File: src/rtl/vector_range_pkg.sv
// Shared constants and types for the range-check consumer stage.
package vector_range_pkg;

  localparam int unsigned LANES = 12;
  localparam int unsigned WIDTH = 8;
  localparam int unsigned IDX_W = 4;

  typedef logic [WIDTH-1:0] sample_t;

  typedef enum logic [0:0] {
    IDLE = 1'b0,
    SCAN = 1'b1
  } state_e;

endpackage

File: src/rtl/lowest_set_index.sv
// Priority encoder: index of the lowest set mask bit, plus a flag when exactly one bit is set.
module lowest_set_index #(
  parameter int unsigned LANES = 12,
  parameter int unsigned IDX_W = 4
) (
  input  logic [LANES-1:0] mask_i,
  output logic [IDX_W-1:0] index_o,
  output logic             single_o
);

  logic [LANES-1:0] mask_minus_one;

  always_comb begin
    index_o = '0;
    // Walk downwards so the lowest set bit wins.
    for (int i = LANES - 1; i >= 0; i--) begin
      if (mask_i[i]) begin
        index_o = IDX_W'(i);
      end
    end
  end

  assign mask_minus_one = mask_i - LANES'(1);
  assign single_o       = (mask_i != '0) && ((mask_i & mask_minus_one) == '0);

endmodule

File: src/rtl/vector_error_reporter.sv
// Captures one lane vector plus its error mask and serialises each flagged lane as an
// (index, value) record on a valid/ready stream, lowest lane first.
module vector_error_reporter #(
  parameter int unsigned LANES = vector_range_pkg::LANES,
  parameter int unsigned WIDTH = vector_range_pkg::WIDTH,
  parameter int unsigned IDX_W = vector_range_pkg::IDX_W,
  parameter int unsigned CNT_W = 16
) (
  input  logic                   clock,
  input  logic                   reset,
  input  logic                   inValid,
  output logic                   inReady,
  input  logic [LANES*WIDTH-1:0] vectorIn,
  input  logic [LANES-1:0]       errorPos,
  output logic                   outValid,
  input  logic                   outReady,
  output logic [IDX_W-1:0]       outIndex,
  output logic [WIDTH-1:0]       outValue,
  output logic                   outLast,
  output logic [CNT_W-1:0]       errorTotal,
  output logic [CNT_W-1:0]       cleanFrames
);

  import vector_range_pkg::*;

  state_e                 state_q, state_d;
  logic [LANES*WIDTH-1:0] vec_q, vec_d;
  logic [LANES-1:0]       mask_q, mask_d;
  logic [CNT_W-1:0]       err_q, err_d;
  logic [CNT_W-1:0]       clean_q, clean_d;

  logic [IDX_W-1:0] lsb_idx;
  logic             lsb_single;
  logic [WIDTH-1:0] sel_value;
  logic             scan;

  lowest_set_index #(
    .LANES(LANES),
    .IDX_W(IDX_W)
  ) u_lowest_set_index (
    .mask_i  (mask_q),
    .index_o (lsb_idx),
    .single_o(lsb_single)
  );

  assign scan = (state_q == SCAN);

  // Lane mux driven purely from registered state.
  always_comb begin
    sel_value = '0;
    for (int i = 0; i < LANES; i++) begin
      if (lsb_idx == IDX_W'(i)) begin
        sel_value = vec_q[i*WIDTH +: WIDTH];
      end
    end
  end

  assign inReady     = !scan;
  assign outValid    = scan;
  assign outIndex    = scan ? lsb_idx : '0;
  assign outValue    = scan ? sel_value : '0;
  assign outLast     = scan && lsb_single;
  assign errorTotal  = err_q;
  assign cleanFrames = clean_q;

  always_comb begin
    state_d = state_q;
    vec_d   = vec_q;
    mask_d  = mask_q;
    err_d   = err_q;
    clean_d = clean_q;
    case (state_q)
      IDLE: begin
        if (inValid) begin
          vec_d  = vectorIn;
          mask_d = errorPos;
          if (errorPos == '0) begin
            if (clean_q != '1) begin
              clean_d = clean_q + CNT_W'(1);
            end
          end else begin
            state_d = SCAN;
          end
        end
      end
      SCAN: begin
        if (outReady) begin
          for (int i = 0; i < LANES; i++) begin
            if (lsb_idx == IDX_W'(i)) begin
              mask_d[i] = 1'b0;
            end
          end
          if (err_q != '1) begin
            err_d = err_q + CNT_W'(1);
          end
          if (lsb_single) begin
            state_d = IDLE;
          end
        end
      end
      default: state_d = IDLE;
    endcase
  end

  always_ff @(posedge clock or posedge reset) begin
    if (reset) begin
      state_q <= IDLE;
      vec_q   <= '0;
      mask_q  <= '0;
      err_q   <= '0;
      clean_q <= '0;
    end else begin
      state_q <= state_d;
      vec_q   <= vec_d;
      mask_q  <= mask_d;
      err_q   <= err_d;
      clean_q <= clean_d;
    end
  end

endmodule

File: config.mk
export PLATFORM = sky130hd
export DESIGN_NAME = vector_error_reporter
export DESIGN_NICKNAME = d
export VERILOG_FILES = /design/src/rtl/vector_range_pkg.sv /design/src/rtl/lowest_set_index.sv /design/src/rtl/vector_error_reporter.sv
export SDC_FILE = /design/constraint.sdc
export NUM_CORES = 1
export LEC_CHECK = 0
export ABC_AREA = 1
export CORE_ASPECT_RATIO = 0.75
export CORE_UTILIZATION = 51
export CTS_CLUSTER_SIZE = 20
export DETAILED_ROUTE_END_ITERATION = 6
export PLACE_DENSITY = 0.81
export SYNTH_ARGS = -nofsm -noshare
export SYNTH_HDL_FRONTEND = slang
export SYNTH_SLANG_ARGS = --single-unit
export TNS_END_PERCENT = 20
File: constraint.sdc
create_clock -name clock -period 5.25 [get_ports clock]
set_clock_uncertainty 0.05 [all_clocks]
set_input_delay 1.05 -clock clock [delete_from_list [all_inputs] [get_ports clock]]
set_output_delay 1.05 -clock clock [all_outputs]
set_load 0.01 [all_outputs]
# [Word-level counts from Yosys, hierarchy flattened]
# Cells that the tools add are included.
[classes] muxes=46 n_bitwise=2 reduce_logical=22 n_eq_ne=27 add_sub_neg=3
[op_table] cell="2-to-1 mux 8 bit" n=13
[op_table] cell="2-to-1 mux 4 bit" n=13
[op_table] cell="AND reduction 3 bit" n=13
[op_table] cell="adder 16 x 1 -> 16 bit, second input constant" n=2
[op_table] cell="inequality test 16 bit, second input constant" n=2
[op_table] cell="zero test 12 bit" n=2
[op_table] cell="2-to-1 mux 12 bit" n=2
[op_table] cell="inequality test 2 x 1 -> 1 bit, second input constant" n=12
[op_table] cell="one-hot mux 12 bit (2 select lines)" n=1
[op_table] cell="== test 4 x 3 -> 1 bit, second input constant" n=4
[op_table] cell="== test 4 bit, second input constant" n=4
[op_table] cell="2-to-1 mux 1 bit" n=16
[op_table] cell="bitwise AND 12 bit" n=1
[op_table] cell="nonzero test 12 bit" n=1
[op_table] cell="subtractor 12 x 1 -> 12 bit, second input constant" n=1
[op_table] cell="== test 4 x 2 -> 1 bit, second input constant" n=2
[op_table] cell="== test 4 x 1 -> 1 bit, second input constant" n=1
[op_table] cell="zero test 4 bit" n=1
[op_table] cell="inequality test 2 bit, second input constant" n=2
[op_table] cell="AND reduction 4 bit" n=1
[op_table] cell="logical AND 1 bit" n=2
[op_table] cell="one-hot mux 1 bit (2 select lines)" n=1
[op_table] cell="AND reduction 2 bit" n=1
[op_table] cell="zero test 1 bit" n=1
[op_table] cell="NOT 1 bit" n=1
[totals] output_inout_bits=47 regBits=141 word_cells=116

# [Depth between registers and ports, before layout]
[logic_depth] ltp_word=26 ltp_mapped=24 mapped_depth_nobuf=24

# [Hierarchy]
# A second synthesis with hierarchy kept.
[unflattened] cells_unflattened=942 hier_area_um2=7111.8
[by_module_without_submodules] mod="vector_error_reporter" instances=1 cells_per_inst=888 seq_area_each_um2=3528.4 area_per_inst_um2=6844.1
[by_module_without_submodules] mod="lowest_set_index" instances=1 cells_per_inst=54 seq_area_each_um2=0.0 area_per_inst_um2=267.8

# [Worst setup path before layout]
# No wires, ideal clock.
[synth_timing] path_kind="register -> output" startpoint="reg mask_q[0]" endpoint="out outValue[2]" path_buffers=0 t_arrival_ps=1922 t_required_ps=4150 setup_slack_ps=2228 path_stages_with_launch=14 cell_sequence="dfrtp_1 nor2_2 nand2_2 nor2_4 inv_2 nor2_2 inv_2 a21oi_4 inv_2 nor2_1 nand2_1 nand4_1 nor2_1 nor2_1"
[synth_between] elab_chain_len=15 elab_cells_between_ends=26
[synth_lines] element="from (decl)" line="vector_error_reporter.sv:28" rtl="logic [LANES-1:0] mask_q, mask_d;"
[synth_lines] element="from (signal assigned)" line="vector_error_reporter.sv:115" rtl="mask_q <= mask_d;"
[synth_lines] element="2-to-1 mux 4 bit *" line="lowest_set_index.sv:17" rtl="if (mask_i[i]) begin"
[synth_lines] element="zero test 4 bit" line="vector_error_reporter.sv:52" rtl="if (lsb_idx == IDX_W'(i)) begin"
[synth_lines] element="2-to-1 mux 8 bit (11 in series)" line="vector_error_reporter.sv:52"
[synth_lines] element="2-to-1 mux 8 bit *" line="vector_error_reporter.sv:52"
[synth_lines] element="2-to-1 mux 8 bit *" line="vector_error_reporter.sv:61" rtl="assign outValue = scan ? sel_value : '0;"
[synth_lines] element="to (decl)" line="vector_error_reporter.sv:18" rtl="output logic [WIDTH-1:0] outValue,"
# Every way passes the cells marked *; elsewhere a longest branch is shown, timed or not.

# [Worst setup path after layout]
[layout_timing] startpoint="reg mask_q[0]" endpoint="out outValue[4]"
# Same word-level chain as after synthesis.

==> summary.txt <==
Critical path
  – CP dominant cell by count: nor2_1
  – Crit-path max FO: 14
  – Setup crit end kind: output pin
  – CP max stage delay: about 0.48 ns
  – Worst path required time: approximately 4.2 ns
  – Type of the worst setup path: register to output pin
  – Critical-path cell with the highest stage delay: clkdlybuf4s50_1
  – WP data arrival: approximately 3.3 ns
  – CP Launch Type: register
  – CP cell instances: nor2_2 > nand2_2 > nor2_4 > inv_2 > nor2_2 > inv_2 > a21oi_4 > nor2_8 > inv_4 > nor2_8 > inv_4 > nand3_1 > nand2_1 > nand4_1 > nor2_1 > nand4_1 > nor2_1 > nor2_1 > clkdlybuf4s50_1

Pwr
  – P_int: between 3 and 4 mW
  – Max rail drop VDD: between 0.3 and 0.4 mV
  – Switching Fraction: 0.4306
  – Comb power frac: 0.460
  – Flop pwr share: 0.327
  – Power density cells: about 610 nW/um2
  – P_leak: 4.466 nW
  – Clock share of power: 0.213
  – P_sw: roughly 2.4 mW

STA
  – Period utilization: 0.8360
  – Worst Max-Slew Pin Slew: 0.9487 ns
  – Fmax: between 200 and 250 MHz
  – Unrepaired setup endpoints after global routing: no
  – Worst rel slew slack: 0.3675
  – Final Hold Fails: 0
  – Max-slew violations: 0
  – Setup TNS: 0 ns
  – WHS: about 0.43 ns
  – Final Setup Violations: 0
  – Tmin final: between 4 and 5 ns

Detailed routing
  – Post-DR vias/cell: about 5.2
  – Drt pass-1 iters: 5
  – Routed Antenna Nets: 0
  – Wire length per cell: 15.61 um
  – Via count: between 6000 and 7000
  – Final WL: 19050 um
  – DRC Markers: 0
  – Detailed Route Iter0 Violations: approximately 660

Global routing
  – First-pass GRT wire length: approximately 31000 um
  – Largest net degree at the start of global routing: 94
  – Met1 usage: 0.4643
  – Most Crowded Layer GR: met1
  – Vias in the first global route: 5900
  – Global route overflow: 0
  – Total GRT Usage: 0.2943
  – Met3 GRT Util: 0.06539
  – Met2 Use GR: 0.4080
  – Initial antenna violation count: 0

Floorplan
  – Initial core utilization: 0.5261
  – I/O pin cnt: ~160
  – DIE HEIGHT: between 100 and 150 um
  – X dimension of the die: about 140 um
  – Die area: ~14000 um2
  – Row Count: 36
  – Core area: between 10000 and 15000 um2

CTS
  – CTS Buffer Depth: 2
  – Cts bufs inserted: 17
  – Post_cts resized: 0
  – Clock sinks: between 100 and 150
  – # hold bufs at CTS: 0
  – CTS tree: yes
  – CTS H-tree lvls: 4
  – Post-CTS setup buffers: 0
  – Root Buffer: clkbuf_16
  – Clk slew on worst S/H paths: around 0.06 ns
  – Clock Latency Late Sink: around 0.42 ns

Layout
  – Area Overhead vs Synth: 33.38%
  – Layout cells sized above 1: 0.06959
  – Final net count: 1150
  – ANT cells: 0

Worst hold path
  – Hold WC Path Type: register to register

Logic synthesis
  – Post-synthesis register bit count: 141
  – Synthesized area: 6872 um2
  – Net Count, Synth: 998
  – Synth Instances: just under 900
  – Async set-or-reset flop fraction in the synthesized netlist: 1.000
  – Mean Syn Cell Area: 7.773 um2
  – Top_reg_cell synth: dfrtp_1
  – Post-synth EDFFs: 0
  – Synth cell types: 35
  – Register area share after synthesis: 0.5135
  – Synth warn: 0

Flow run
  – Max Cap Viol: 0

Place
  – Final HPWL DP: around 14000 um
  – Port Buffers: 158
  – RePlAce Congestion: 0.9008

Outcome
  – Outcome: complete, no violations
-- critical path, delay by kind of cell, from the launching register on --
family | cells | cell delay, ns
and+or+nand+nor | 13 | 1.45
AOI/OAI and AO/OA | 1 | 0.22
DFF | 1 | 0.43
buffers and inverters | 5 | 0.79
-- synth_stat cells, types with 2 or more instances --
master,count,area [um2]
nor2_2,5,31.28
nor3_1,4,20.02
inv_1,56,210.2
nand3_1,35,175.2
o31ai_1,6,45.04
nand4_1,31,193.9
o2111ai_1,2,17.52
xor2_1,15,131.4
inv_4,2,12.51
nand2_2,6,37.54
nor2_1,63,236.5
nand2_1,394,1479
nor2_8,2,40.04
inv_2,10,37.54
clkbuf_1,28,105.1
nor4_1,4,25.02
o21ai_0,45,225.2
a21oi_4,2,32.53
xnor2_1,14,122.6
ha_1,2,25.02
nor2_4,3,33.78
dfrtp_1,141,3528
or2_2,2,12.51
-- flip-flops by register name, summed over array words and instances, names as in the netlist --
signal,cells
vec_q,96
cleanFrames,16
errorTotal,16
mask_q,12
outValid,1
-- path summary, 6_finish.rpt --
check	start	to	slack, ns	cells after the start
max in group asynchronous	reset	vec_q[69]	3.17	3
hold reg to reg	vec_q[89]	vec_q[89]	0.43	2
hold / removal	vec_q[89]	vec_q[89]	0.43	2
min in group asynchronous	reset	cleanFrames[2]	1.08	2
setup / recovery	mask_q[0]	outValue[4]	0.86	19
setup reg to reg	outValid	cleanFrames[14]	2.37	7
-- final cells by class --
cell class                 instances  area [um2]
clock buffer                      17       425.4
clock inverter                    15       151.4
fill                            1105        3897
inverter                          68       265.3
multi-input combinational        646        2969
sequential                       141        3528
tap                              171       214.0
timing repair buffer             162        1612
-- power by group through the flow --
stage | sequential (mW) | combinational (mW) | clock [mW]
after floorplan | 1.73 | 1.64 | 0
after global placement | 1.82 | 2.47 | 0
after detailed placement | 1.81 | 2.52 | 0
after CTS | 1.81 | 2.54 | 1.19
after global routing | 1.87 | 2.88 | 1.24
final | 1.82 | 2.56 | 1.18
-- placed cells by master (no fill, tap or decap), types with 2 or more instances in the layout --
| cell type | instances |
|---|---|
| nor2_2 | 5 |
| inv_8 | 2 |
| nor3_1 | 4 |
| nor2_1 | 63 |
| nor2_4 | 3 |
| nand2_1 | 393 |
| nor2_8 | 2 |
| inv_2 | 11 |
| nor4_1 | 4 |
| nand2_2 | 7 |
| a21oi_4 | 2 |
| clkbuf_16 | 17 |
| dfrtp_1 | 141 |
| inv_4 | 2 |
| inv_6 | 8 |
| inv_1 | 54 |
| clkdlybuf4s50_1 | 158 |
| o31ai_1 | 6 |
| or2_2 | 2 |
| clkinvlp_4 | 2 |
| buf_4 | 4 |
| xnor2_1 | 14 |
| ha_1 | 2 |
| clkinv_4 | 2 |
| o21ai_0 | 45 |
| xor2_1 | 15 |
| nand3_1 | 35 |
| nand4_1 | 31 |
| o2111ai_1 | 2 |
-- per-stage QoR --
step / std cells / worst slack [ns] / util / instance area, um2 / total power, mW
global route: 1220 / 0.6058 / 0.7016 / 9165 / 5.987
CTS: 1220 / 0.8792 / 0.7016 / 9165 / 5.544
global placement: 1188 / 1.380 / 0.6575 / 8588 / 4.283
floorplan: 884 / 0.3688 / - / 6872 / 3.367
finish: 1220 / 0.8611 / 0.7016 / 9165 / 5.571
detailed placement: 1188 / 1.335 / 0.6575 / 8588 / 4.333
-- kinds of logic (layout without fill, tap and decap cells) --
group	Yosys count	after routing	synth area share
compound gates	61	61	0.05280
buf+inv	97	262	0.05481
flops	141	141	0.5135
xor+xnor	29	29	0.03696
fa+ha+maj	2	2	0.003641
simple gates	554	554	0.3383
-- routing by layer --
metal / vias to the layer above / part of all wire
met4: 0 / 0.014
met2: 252 / 0.42
li1: 3095 / -
met1: 2932 / 0.50
met5: - / 0
met3: 25 / 0.073
Note: power is estimated with default switching activity, not from simulation.
